### config.mk
export PLATFORM = sky130hd
export DESIGN_NAME = cache_miss_ctrl_flat
export DESIGN_NICKNAME = d
export VERILOG_FILES = /design/src/rtl/cache_miss_ctrl_if.sv /design/src/rtl/cache_miss_ctrl.sv /design/src/flat_wrapper.sv
export SDC_FILE = /design/constraint.sdc
export NUM_CORES = 1
export LEC_CHECK = 0
export BUFFER_PORTS_ARGS = -buffer_cell sky130_fd_sc_hd__buf_2
export CORE_AREA = 2 2 173 175
export CTS_CLUSTER_DIAMETER = 80
export DETAILED_ROUTE_END_ITERATION = 7
export DIE_AREA = 0 0 175 177
export GPL_ROUTABILITY_DRIVEN = 1
export GPL_TIMING_DRIVEN = 1
export PLACE_DENSITY_LB_ADDON = 0.25
export SLEW_MARGIN = 20
export SYNTH_ARGS = -nofsm -noshare
export SYNTH_HDL_FRONTEND = slang
export SYNTH_SLANG_ARGS = --single-unit
### constraint.sdc
create_clock -name clk -period 1.8 [get_ports clk]
set_input_delay 0.27 -clock clk [delete_from_list [all_inputs] [get_ports clk]]
set_output_delay 0.27 -clock clk [all_outputs]
set_load 0.05 [all_outputs]
### src/rtl/cache_miss_ctrl_if.sv
// cache_miss_ctrl_if: miss request, PHY/MC and cache SRAM signals of the miss handler.
interface cache_miss_ctrl_if #(
    parameter int ADDR_WIDTH       = 32,
    parameter int CLINE_SIZE_WORD  = 4,
    parameter int CLINE_ADDR_WIDTH = 7,
    parameter int CLINE_WORD_WIDTH = 32,
    parameter int NUM_WAYS         = 4
);
    localparam int OFS = $clog2(CLINE_SIZE_WORD);
    localparam int CA  = CLINE_ADDR_WIDTH + OFS;
    localparam int TAG = ADDR_WIDTH - CA;
    localparam int WW  = $clog2(NUM_WAYS);

    logic                             req_vld_i;
    logic                             req_rdy_o;
    logic [ADDR_WIDTH-1:0]            req_addr_i;
    logic [NUM_WAYS-1:0]              req_valid_i;
    logic [NUM_WAYS-1:0]              req_dirty_i;
    logic [TAG*NUM_WAYS-1:0]          req_tags_i;
    logic                             phy_vld_o;
    logic                             phy_rdy_i;
    logic [ADDR_WIDTH:0]              phy_cmd_o;
    logic                             phy_ack_i;
    logic                             phy_wvld_o;
    logic                             phy_wrdy_i;
    logic [CLINE_WORD_WIDTH-1:0]      phy_wdat_o;
    logic                             phy_rvld_i;
    logic [CLINE_WORD_WIDTH-1:0]      phy_rdat_i;
    logic [CA-1:0]                    cache_addr_o;
    logic [NUM_WAYS-1:0]              cache_web_o;
    logic [CLINE_WORD_WIDTH-1:0]      cache_wdat_o;
    logic [CLINE_WORD_WIDTH*NUM_WAYS-1:0] cache_rdat_i;
    logic [CLINE_ADDR_WIDTH-1:0]      tag_addr_o;
    logic [NUM_WAYS-1:0]              tag_web_o;
    logic [TAG:0]                     tag_wdat_o;
    logic                             done_o;
    logic [WW-1:0]                    done_way_o;

    modport master (
        input  req_vld_i, req_addr_i, req_valid_i, req_dirty_i, req_tags_i,
        input  phy_rdy_i, phy_ack_i, phy_wrdy_i, phy_rvld_i, phy_rdat_i, cache_rdat_i,
        output req_rdy_o, phy_vld_o, phy_cmd_o, phy_wvld_o, phy_wdat_o,
        output cache_addr_o, cache_web_o, cache_wdat_o,
        output tag_addr_o, tag_web_o, tag_wdat_o, done_o, done_way_o
    );

    modport slave (
        output req_vld_i, req_addr_i, req_valid_i, req_dirty_i, req_tags_i,
        output phy_rdy_i, phy_ack_i, phy_wrdy_i, phy_rvld_i, phy_rdat_i, cache_rdat_i,
        input  req_rdy_o, phy_vld_o, phy_cmd_o, phy_wvld_o, phy_wdat_o,
        input  cache_addr_o, cache_web_o, cache_wdat_o,
        input  tag_addr_o, tag_web_o, tag_wdat_o, done_o, done_way_o
    );
endinterface

### src/rtl/cache_miss_ctrl.sv
// cache_miss_ctrl: data-cache miss handler; victim select, optional dirty writeback, line refill, tag update.
module cache_miss_ctrl #(
    parameter int ADDR_WIDTH       = 32,
    parameter int CLINE_SIZE_WORD  = 4,
    parameter int CLINE_ADDR_WIDTH = 7,
    parameter int CLINE_WORD_WIDTH = 32,
    parameter int NUM_WAYS         = 4,
    parameter int WB_ENABLE        = 1
) (
    input logic               clk,
    input logic               reset,
    cache_miss_ctrl_if.master bus
);
    localparam int OFS = $clog2(CLINE_SIZE_WORD);
    localparam int CA  = CLINE_ADDR_WIDTH + OFS;
    localparam int TAG = ADDR_WIDTH - CA;
    localparam int WW  = $clog2(NUM_WAYS);
    localparam int W   = CLINE_WORD_WIDTH;

    typedef enum logic [2:0] {IDLE, WB_CMD, WB_RD, WB_SEND, WB_ACK, RD_CMD, RD_DATA, TAG_UPD} state_e;

    state_e                  state_q, state_d;
    logic [ADDR_WIDTH-1:0]   addr_q, addr_d;
    logic [WW-1:0]           vic_q, vic_d, rr_q, rr_d;
    logic                    use_rr_q, use_rr_d;
    logic [TAG-1:0]          vtag_q, vtag_d;
    logic [OFS-1:0]          beat_q, beat_d;
    logic                    ack_q, ack_d, fresh_q, fresh_d;
    logic [W-1:0]            hold_q, hold_d;
    logic [CA-1:0]           caddr_q;
    logic [W-1:0]            cwdat_q;
    logic [ADDR_WIDTH:0]     cmd_q;
    logic [TAG:0]            tdat_q;
    logic [WW-1:0]           dway_q;
    logic [CLINE_ADDR_WIDTH-1:0] idx;
    logic [TAG-1:0]          rtag;
    logic [W-1:0]            slice;
    logic [WW-1:0]           inv_way, new_vic;
    logic                    any_inv;
    logic                    last;

    assign idx   = addr_q[CA-1:OFS];
    assign rtag  = addr_q[ADDR_WIDTH-1:CA];
    assign slice = bus.cache_rdat_i[vic_q*W +: W];
    assign last  = beat_q == OFS'(CLINE_SIZE_WORD - 1);

    always_comb begin
        any_inv = 1'b0;
        inv_way = '0;
        for (int w = NUM_WAYS - 1; w >= 0; w--) begin
            if (!bus.req_valid_i[w]) begin
                any_inv = 1'b1;
                inv_way = WW'(w);
            end
        end
        new_vic = any_inv ? inv_way : rr_q;
    end

    always_comb begin
        state_d  = state_q;
        addr_d   = addr_q;
        vic_d    = vic_q;
        use_rr_d = use_rr_q;
        vtag_d   = vtag_q;
        rr_d     = rr_q;
        beat_d   = beat_q;
        ack_d    = ack_q;
        fresh_d  = 1'b0;
        hold_d   = fresh_q ? slice : hold_q;
        bus.req_rdy_o    = 1'b0;
        bus.phy_vld_o    = 1'b0;
        bus.phy_wvld_o   = 1'b0;
        bus.done_o       = 1'b0;
        bus.cache_web_o  = '1;
        bus.tag_web_o    = '1;
        bus.phy_cmd_o    = cmd_q;
        bus.cache_addr_o = caddr_q;
        bus.cache_wdat_o = cwdat_q;
        bus.tag_wdat_o   = tdat_q;
        bus.done_way_o   = dway_q;
        bus.tag_addr_o   = idx;
        // SRAM data for the WB_RD address appears in the first WB_SEND cycle and is held from then on
        bus.phy_wdat_o   = fresh_q ? slice : hold_q;
        case (state_q)
            IDLE: begin
                bus.req_rdy_o = 1'b1;
                if (bus.req_vld_i) begin
                    addr_d   = bus.req_addr_i;
                    vic_d    = new_vic;
                    use_rr_d = !any_inv;
                    vtag_d   = bus.req_tags_i[new_vic*TAG +: TAG];
                    state_d  = (WB_ENABLE != 0 && bus.req_dirty_i[new_vic]) ? WB_CMD : RD_CMD;
                end
            end
            WB_CMD: begin
                bus.phy_vld_o = 1'b1;
                bus.phy_cmd_o = {1'b1, vtag_q, idx, OFS'(0)};
                state_d       = bus.phy_rdy_i ? WB_RD : WB_CMD;
            end
            WB_RD: begin
                bus.cache_addr_o = {idx, beat_q};
                fresh_d          = 1'b1;
                ack_d            = ack_q | bus.phy_ack_i;
                state_d          = WB_SEND;
            end
            WB_SEND: begin
                bus.phy_wvld_o = 1'b1;
                ack_d          = ack_q | bus.phy_ack_i;
                if (bus.phy_wrdy_i) begin
                    beat_d  = beat_q + OFS'(1);
                    state_d = last ? WB_ACK : WB_RD;
                end
            end
            WB_ACK: begin
                if (bus.phy_ack_i || ack_q) begin
                    ack_d   = 1'b0;
                    state_d = RD_CMD;
                end
            end
            RD_CMD: begin
                bus.phy_vld_o = 1'b1;
                bus.phy_cmd_o = {1'b0, rtag, idx, OFS'(0)};
                if (bus.phy_rdy_i) begin
                    beat_d  = '0;
                    state_d = RD_DATA;
                end
            end
            RD_DATA: begin
                if (bus.phy_rvld_i) begin
                    bus.cache_web_o  = ~(NUM_WAYS'(1) << vic_q);
                    bus.cache_addr_o = {idx, beat_q};
                    bus.cache_wdat_o = bus.phy_rdat_i;
                    beat_d           = beat_q + OFS'(1);
                    state_d          = last ? TAG_UPD : RD_DATA;
                end
            end
            TAG_UPD: begin
                bus.tag_web_o  = ~(NUM_WAYS'(1) << vic_q);
                bus.tag_wdat_o = {1'b1, rtag};
                bus.done_o     = 1'b1;
                bus.done_way_o = vic_q;
                rr_d           = use_rr_q ? rr_q + WW'(1) : rr_q;
                state_d        = IDLE;
            end
            default: state_d = IDLE;
        endcase
    end

    always_ff @(posedge clk) begin
        if (reset) begin
            state_q  <= IDLE;
            addr_q   <= '0;
            vic_q    <= '0;
            use_rr_q <= 1'b0;
            vtag_q   <= '0;
            rr_q     <= '0;
            beat_q   <= '0;
            ack_q    <= 1'b0;
            fresh_q  <= 1'b0;
            hold_q   <= '0;
            caddr_q  <= '0;
            cwdat_q  <= '0;
            cmd_q    <= '0;
            tdat_q   <= '0;
            dway_q   <= '0;
        end else begin
            state_q  <= state_d;
            addr_q   <= addr_d;
            vic_q    <= vic_d;
            use_rr_q <= use_rr_d;
            vtag_q   <= vtag_d;
            rr_q     <= rr_d;
            beat_q   <= beat_d;
            ack_q    <= ack_d;
            fresh_q  <= fresh_d;
            hold_q   <= hold_d;
            caddr_q  <= bus.cache_addr_o;
            cwdat_q  <= bus.cache_wdat_o;
            cmd_q    <= bus.phy_cmd_o;
            tdat_q   <= bus.tag_wdat_o;
            dway_q   <= bus.done_way_o;
        end
    end
endmodule

### src/flat_wrapper.sv
// flat-port wrapper written by rule: the top's interface ports become plain ports
module cache_miss_ctrl_flat 
#(
    parameter int ADDR_WIDTH       = 32,
    parameter int CLINE_SIZE_WORD  = 4,
    parameter int CLINE_ADDR_WIDTH = 7,
    parameter int CLINE_WORD_WIDTH = 32,
    parameter int NUM_WAYS         = 4,
    parameter int WB_ENABLE        = 1
)
  (clk, reset, bus_req_vld_i, bus_req_addr_i, bus_req_valid_i, bus_req_dirty_i, bus_req_tags_i, bus_phy_rdy_i, bus_phy_ack_i, bus_phy_wrdy_i, bus_phy_rvld_i, bus_phy_rdat_i, bus_cache_rdat_i, bus_req_rdy_o, bus_phy_vld_o, bus_phy_cmd_o, bus_phy_wvld_o, bus_phy_wdat_o, bus_cache_addr_o, bus_cache_web_o, bus_cache_wdat_o, bus_tag_addr_o, bus_tag_web_o, bus_tag_wdat_o, bus_done_o, bus_done_way_o);
  cache_miss_ctrl_if #(.ADDR_WIDTH(ADDR_WIDTH), .CLINE_SIZE_WORD(CLINE_SIZE_WORD), .CLINE_ADDR_WIDTH(CLINE_ADDR_WIDTH), .CLINE_WORD_WIDTH(CLINE_WORD_WIDTH), .NUM_WAYS(NUM_WAYS)) bus_i ();
  input logic clk;
  input logic reset;
  input wire logic [$bits(bus_i.req_vld_i)-1:0] bus_req_vld_i;
  input wire logic [$bits(bus_i.req_addr_i)-1:0] bus_req_addr_i;
  input wire logic [$bits(bus_i.req_valid_i)-1:0] bus_req_valid_i;
  input wire logic [$bits(bus_i.req_dirty_i)-1:0] bus_req_dirty_i;
  input wire logic [$bits(bus_i.req_tags_i)-1:0] bus_req_tags_i;
  input wire logic [$bits(bus_i.phy_rdy_i)-1:0] bus_phy_rdy_i;
  input wire logic [$bits(bus_i.phy_ack_i)-1:0] bus_phy_ack_i;
  input wire logic [$bits(bus_i.phy_wrdy_i)-1:0] bus_phy_wrdy_i;
  input wire logic [$bits(bus_i.phy_rvld_i)-1:0] bus_phy_rvld_i;
  input wire logic [$bits(bus_i.phy_rdat_i)-1:0] bus_phy_rdat_i;
  input wire logic [$bits(bus_i.cache_rdat_i)-1:0] bus_cache_rdat_i;
  output wire logic [$bits(bus_i.req_rdy_o)-1:0] bus_req_rdy_o;
  output wire logic [$bits(bus_i.phy_vld_o)-1:0] bus_phy_vld_o;
  output wire logic [$bits(bus_i.phy_cmd_o)-1:0] bus_phy_cmd_o;
  output wire logic [$bits(bus_i.phy_wvld_o)-1:0] bus_phy_wvld_o;
  output wire logic [$bits(bus_i.phy_wdat_o)-1:0] bus_phy_wdat_o;
  output wire logic [$bits(bus_i.cache_addr_o)-1:0] bus_cache_addr_o;
  output wire logic [$bits(bus_i.cache_web_o)-1:0] bus_cache_web_o;
  output wire logic [$bits(bus_i.cache_wdat_o)-1:0] bus_cache_wdat_o;
  output wire logic [$bits(bus_i.tag_addr_o)-1:0] bus_tag_addr_o;
  output wire logic [$bits(bus_i.tag_web_o)-1:0] bus_tag_web_o;
  output wire logic [$bits(bus_i.tag_wdat_o)-1:0] bus_tag_wdat_o;
  output wire logic [$bits(bus_i.done_o)-1:0] bus_done_o;
  output wire logic [$bits(bus_i.done_way_o)-1:0] bus_done_way_o;
  assign bus_i.req_vld_i = bus_req_vld_i;
  assign bus_i.req_addr_i = bus_req_addr_i;
  assign bus_i.req_valid_i = bus_req_valid_i;
  assign bus_i.req_dirty_i = bus_req_dirty_i;
  assign bus_i.req_tags_i = bus_req_tags_i;
  assign bus_i.phy_rdy_i = bus_phy_rdy_i;
  assign bus_i.phy_ack_i = bus_phy_ack_i;
  assign bus_i.phy_wrdy_i = bus_phy_wrdy_i;
  assign bus_i.phy_rvld_i = bus_phy_rvld_i;
  assign bus_i.phy_rdat_i = bus_phy_rdat_i;
  assign bus_i.cache_rdat_i = bus_cache_rdat_i;
  assign bus_req_rdy_o = bus_i.req_rdy_o;
  assign bus_phy_vld_o = bus_i.phy_vld_o;
  assign bus_phy_cmd_o = bus_i.phy_cmd_o;
  assign bus_phy_wvld_o = bus_i.phy_wvld_o;
  assign bus_phy_wdat_o = bus_i.phy_wdat_o;
  assign bus_cache_addr_o = bus_i.cache_addr_o;
  assign bus_cache_web_o = bus_i.cache_web_o;
  assign bus_cache_wdat_o = bus_i.cache_wdat_o;
  assign bus_tag_addr_o = bus_i.tag_addr_o;
  assign bus_tag_web_o = bus_i.tag_web_o;
  assign bus_tag_wdat_o = bus_i.tag_wdat_o;
  assign bus_done_o = bus_i.done_o;
  assign bus_done_way_o = bus_i.done_way_o;
  cache_miss_ctrl #(.ADDR_WIDTH(ADDR_WIDTH), .CLINE_SIZE_WORD(CLINE_SIZE_WORD), .CLINE_ADDR_WIDTH(CLINE_ADDR_WIDTH), .CLINE_WORD_WIDTH(CLINE_WORD_WIDTH), .NUM_WAYS(NUM_WAYS), .WB_ENABLE(WB_ENABLE)) u_core (.clk(clk), .reset(reset), .bus(bus_i));
endmodule
==> impl_metrics.tcl <==
set metrics [dict create \
    status "finished with violations" \
    violations "setup timing" \
    rr_worst_depth 8 \
    synth_flop_cell "dfxtp_1" \
    drt-initial-drc-count 439 \
    cp_data_arrival_time_ps 2060 \
    io_buffers 447 \
    hold_path_depth 3 \
    grt_usage_pct 23.3 \
    timing.final.ws_setup_ps -534 \
    r2r-end "u_core.vtag_q[18]" \
    drv_slew 0 \
    hold_viol 0 \
    fmax_mhz 429 \
    gr-total-overflow 0 \
    area_growth_pct 80.7 \
    power.share.sequential_pct 37.1 \
    crit_path_cell_trace "buf_12 > buf_16 > mux4_2 > mux2_4 > buf_8" \
    pwr-share-comb_pct 31.7 \
    core_area_mm2 0.0292 \
    gp_congestion 0.844 \
    dpl_worst_slack_ps -135 \
    relSlewSlack_pct 65.4 \
    grt_pass1_wl_um 55900 \
    crit_path_end_kind "output pin" \
    drt_first_pass_iters 5 \
    final_antenna_net_count 0 \
    hold_end "u_core.addr_q[23]" \
    synthArstFlopShare_pct 0 \
    synth.most_common_cell "nand2_1" \
    grt_max_degree 97 \
    first_global_vias 9865 \
    synth_top_area_share_pct 40.5 \
    tns_ps -50540 \
    synth_seq_cells 197 \
    dp_hpwl_um 25200 \
    p_int_uw 8660 \
    min_path_type "input pin to register" \
    p_leak_uw 0.00773 \
    ys_top_cells_by_area "dfxtp_1 41%, mux2_2 8.6%, nand2_1 8.3%, mux4_2 7.4%, and2_1 6.4%" \
    synth-edff-count 0 \
    pin_count 450 \
    drc 0 \
    synthCells 1106 \
    final.setup_skew_ps 10.8 \
    fp.dieW_um 175 \
    cts_buffers 17 \
    clockPowerShare_pct 31.2 \
    synth_commonest_cells "215 x nand2_1, 197 x dfxtp_1, 100 x and2_1, 78 x clkbuf_1, 74 x mux2_2" \
    drive_gt1_share_pct 58.5 \
    hp-start "bus_req_addr_i[23]" \
    r2r-start "u_core.state_q[2]" \
    ys_types 41 \
    reg2reg_slack_ps -200 \
    cts_max_path_buffers 2 \
    avgSynthCellArea_um2 8.80 \
    via_count 10200 \
    synth.largest_area_cell "dfxtp_1" \
    dieHeight_um 177 \
    switching_share_pct 32.4 \
    cp_max_fo 8 \
    finalSetupViolations 171 \
    nets 1903 \
    grt_antenna_before_repair 3 \
    wl_per_cell_um 20.0 \
    layout_min_cycle_time_ps 2330 \
    hold_buffers 0 \
    yosysWarnings 0 \
    clock_latency_ps 450 \
    synth_area_mm2 0.00973 \
    crit_slowest_cell "mux4_2" \
    grt_setup_unrepaired "true" \
    maxCapViolCount 0 \
    clk_pin_slew_ps 70 \
    power_switching_uw 4150 \
    htreeDepth 4 \
    cpPeakStageDelay_ps 530 \
    avgViaCountPerCell 5.06 \
    startpoint_type "register" \
    cts_tree "built" \
    die-area_mm2 0.0310 \
    vdd_drop_max_mv 0.705 \
    path_class "register to output pin" \
    wl_um 40100 \
    rows 63 \
    syn_nets 1406 \
    worst_pin_slew_ps 518 \
    yosysSeqAreaShare_pct 40.5 \
    worstPathRequired_ps 1530 \
    start_util_pct 33.3 \
    cts_sinks 197 \
    power.density_mw_per_mm2 729 \
    finalCritPeriodShare_pct 130 \
    cts_root_buffer "clkbuf_16" \
]
## worst max-delay path by stage
stage | startpoint | end | slack [ps] | cells past startpoint
2_1_floorplan | u_core.state_q[1] | u_core.cmd_q[27] | -210 | 6
3_3_place_gp | u_core.vic_q[0] | bus_phy_wdat_o[10] | -110 | 4
3_5_place_dp | u_core.vic_q[0] | bus_phy_wdat_o[11] | -130 | 4
4_1_cts | u_core.vic_q[0] | bus_phy_wdat_o[11] | -540 | 5
5_1_grt | u_core.vic_q[0] | bus_phy_wdat_o[6] | -590 | 5
6_report | u_core.vic_q[0] | bus_phy_wdat_o[6] | -530 | 5
## kinds of logic after synthesis
family	synth area share, %
compound gates	13.6
xor+xnor	0.180
fa+ha+maj	0.129
buf+inv	6.04
flops	40.5
mux	18.3
simple gates	21.2
## routing by layer
| metal | GRT usage (%) | routed length (µm) | up-vias |
|---|---|---|---|
| li1 | - | - | 4819 |
| met4 | 10.7 | 1570 | 0 |
| met1 | 25.9 | 14900 | 4840 |
| met2 | 42.5 | 21200 | 421 |
| met5 | 0 | 0 | - |
| met3 | 4.96 | 2460 | 82 |
## critical path, delay by kind of cell (launching register included)
| kind | cells | cell delay, ps |
|---|---|---|
| buffers and inverters | 3 | 400 |
| flip-flops | 1 | 390 |
| multiplexers | 2 | 830 |
## power by group through the flow
stage	Sequential (µW)	Combinational, µW	Clock (µW)
6_report	4760	4070	3990
5_1_grt	4780	4280	4200
2_1_floorplan	4740	1780	0
3_5_place_dp	4800	2690	0
4_1_cts	4730	3610	4040
3_3_place_gp	4800	2670	0
## placed cells by master (no fill, tap or decap), types with 6 or more instances in the layout
| cell | count |
|---|---|
| a21boi_0 | 23 |
| a21oi_1 | 70 |
| a31oi_1 | 46 |
| and2_1 | 97 |
| and3_1 | 25 |
| and4_1 | 23 |
| buf_12 | 45 |
| buf_16 | 15 |
| buf_2 | 302 |
| buf_4 | 43 |
| buf_6 | 94 |
| buf_8 | 81 |
| clkbuf_16 | 22 |
| dfxtp_1 | 191 |
| inv_1 | 26 |
| mux2_2 | 13 |
| mux2_4 | 61 |
| mux2i_1 | 18 |
| mux4_2 | 32 |
| nand2_1 | 95 |
| nand2_2 | 40 |
| nand2_4 | 76 |
| nand3_4 | 6 |
| nor2_1 | 6 |
| o21ai_0 | 14 |
| o21ai_1 | 6 |
| o21ai_2 | 27 |
| o21ai_4 | 30 |
## per-stage QoR
stage / hold WS [ps] / utilization, % / cells / area [µm²] / power [µW]
after CTS: 46.2 / 56.0 / 1979 / 16400 / 12400
after detailed placement: 454 / 44.2 / 1884 / 12900 / 7500
after global routing: 63.4 / 60.2 / 2008 / 17600 / 13300
after floorplan: 406 / - / 1106 / 10100 / 6520
final: 59.3 / 60.2 / 2008 / 17600 / 12800
after global placement: 448 / 44.2 / 1884 / 12900 / 7470
## registers in the layout, indices dropped and copies added (netlist names)
register / count
u_core.ack_q: 1
u_core.addr_q: 30
u_core.beat_q: 2
u_core.caddr_q: 9
u_core.cmd_q: 33
u_core.cwdat_q: 32
u_core.dway_q: 2
u_core.fresh_q: 1
u_core.hold_q: 32
u_core.rr_q: 2
u_core.state_q: 3
u_core.tdat_q: 24
u_core.use_rr_q: 1
u_core.vic_q: 2
u_core.vtag_q: 23
## final cells by class
class / instances / area (µm²)
inverters: 29 / 129
flip-flops and latches: 197 / 3960
clock inverters: 11 / 151
well taps: 390 / 488
multi-input cells: 773 / 6870
fillers: 2391 / 11600
clock buffers: 20 / 437
diodes: 3 / 7.51
repair buffers: 585 / 5550
## what timing repair did
action,in CTS,in global routing
cloned,18,4
setup endpoints to repair,147,178
pin swaps,56,86
resized for setup,566,253
setup buffers,46,34
No activity file was read; power rests on OpenSTA's default activity.
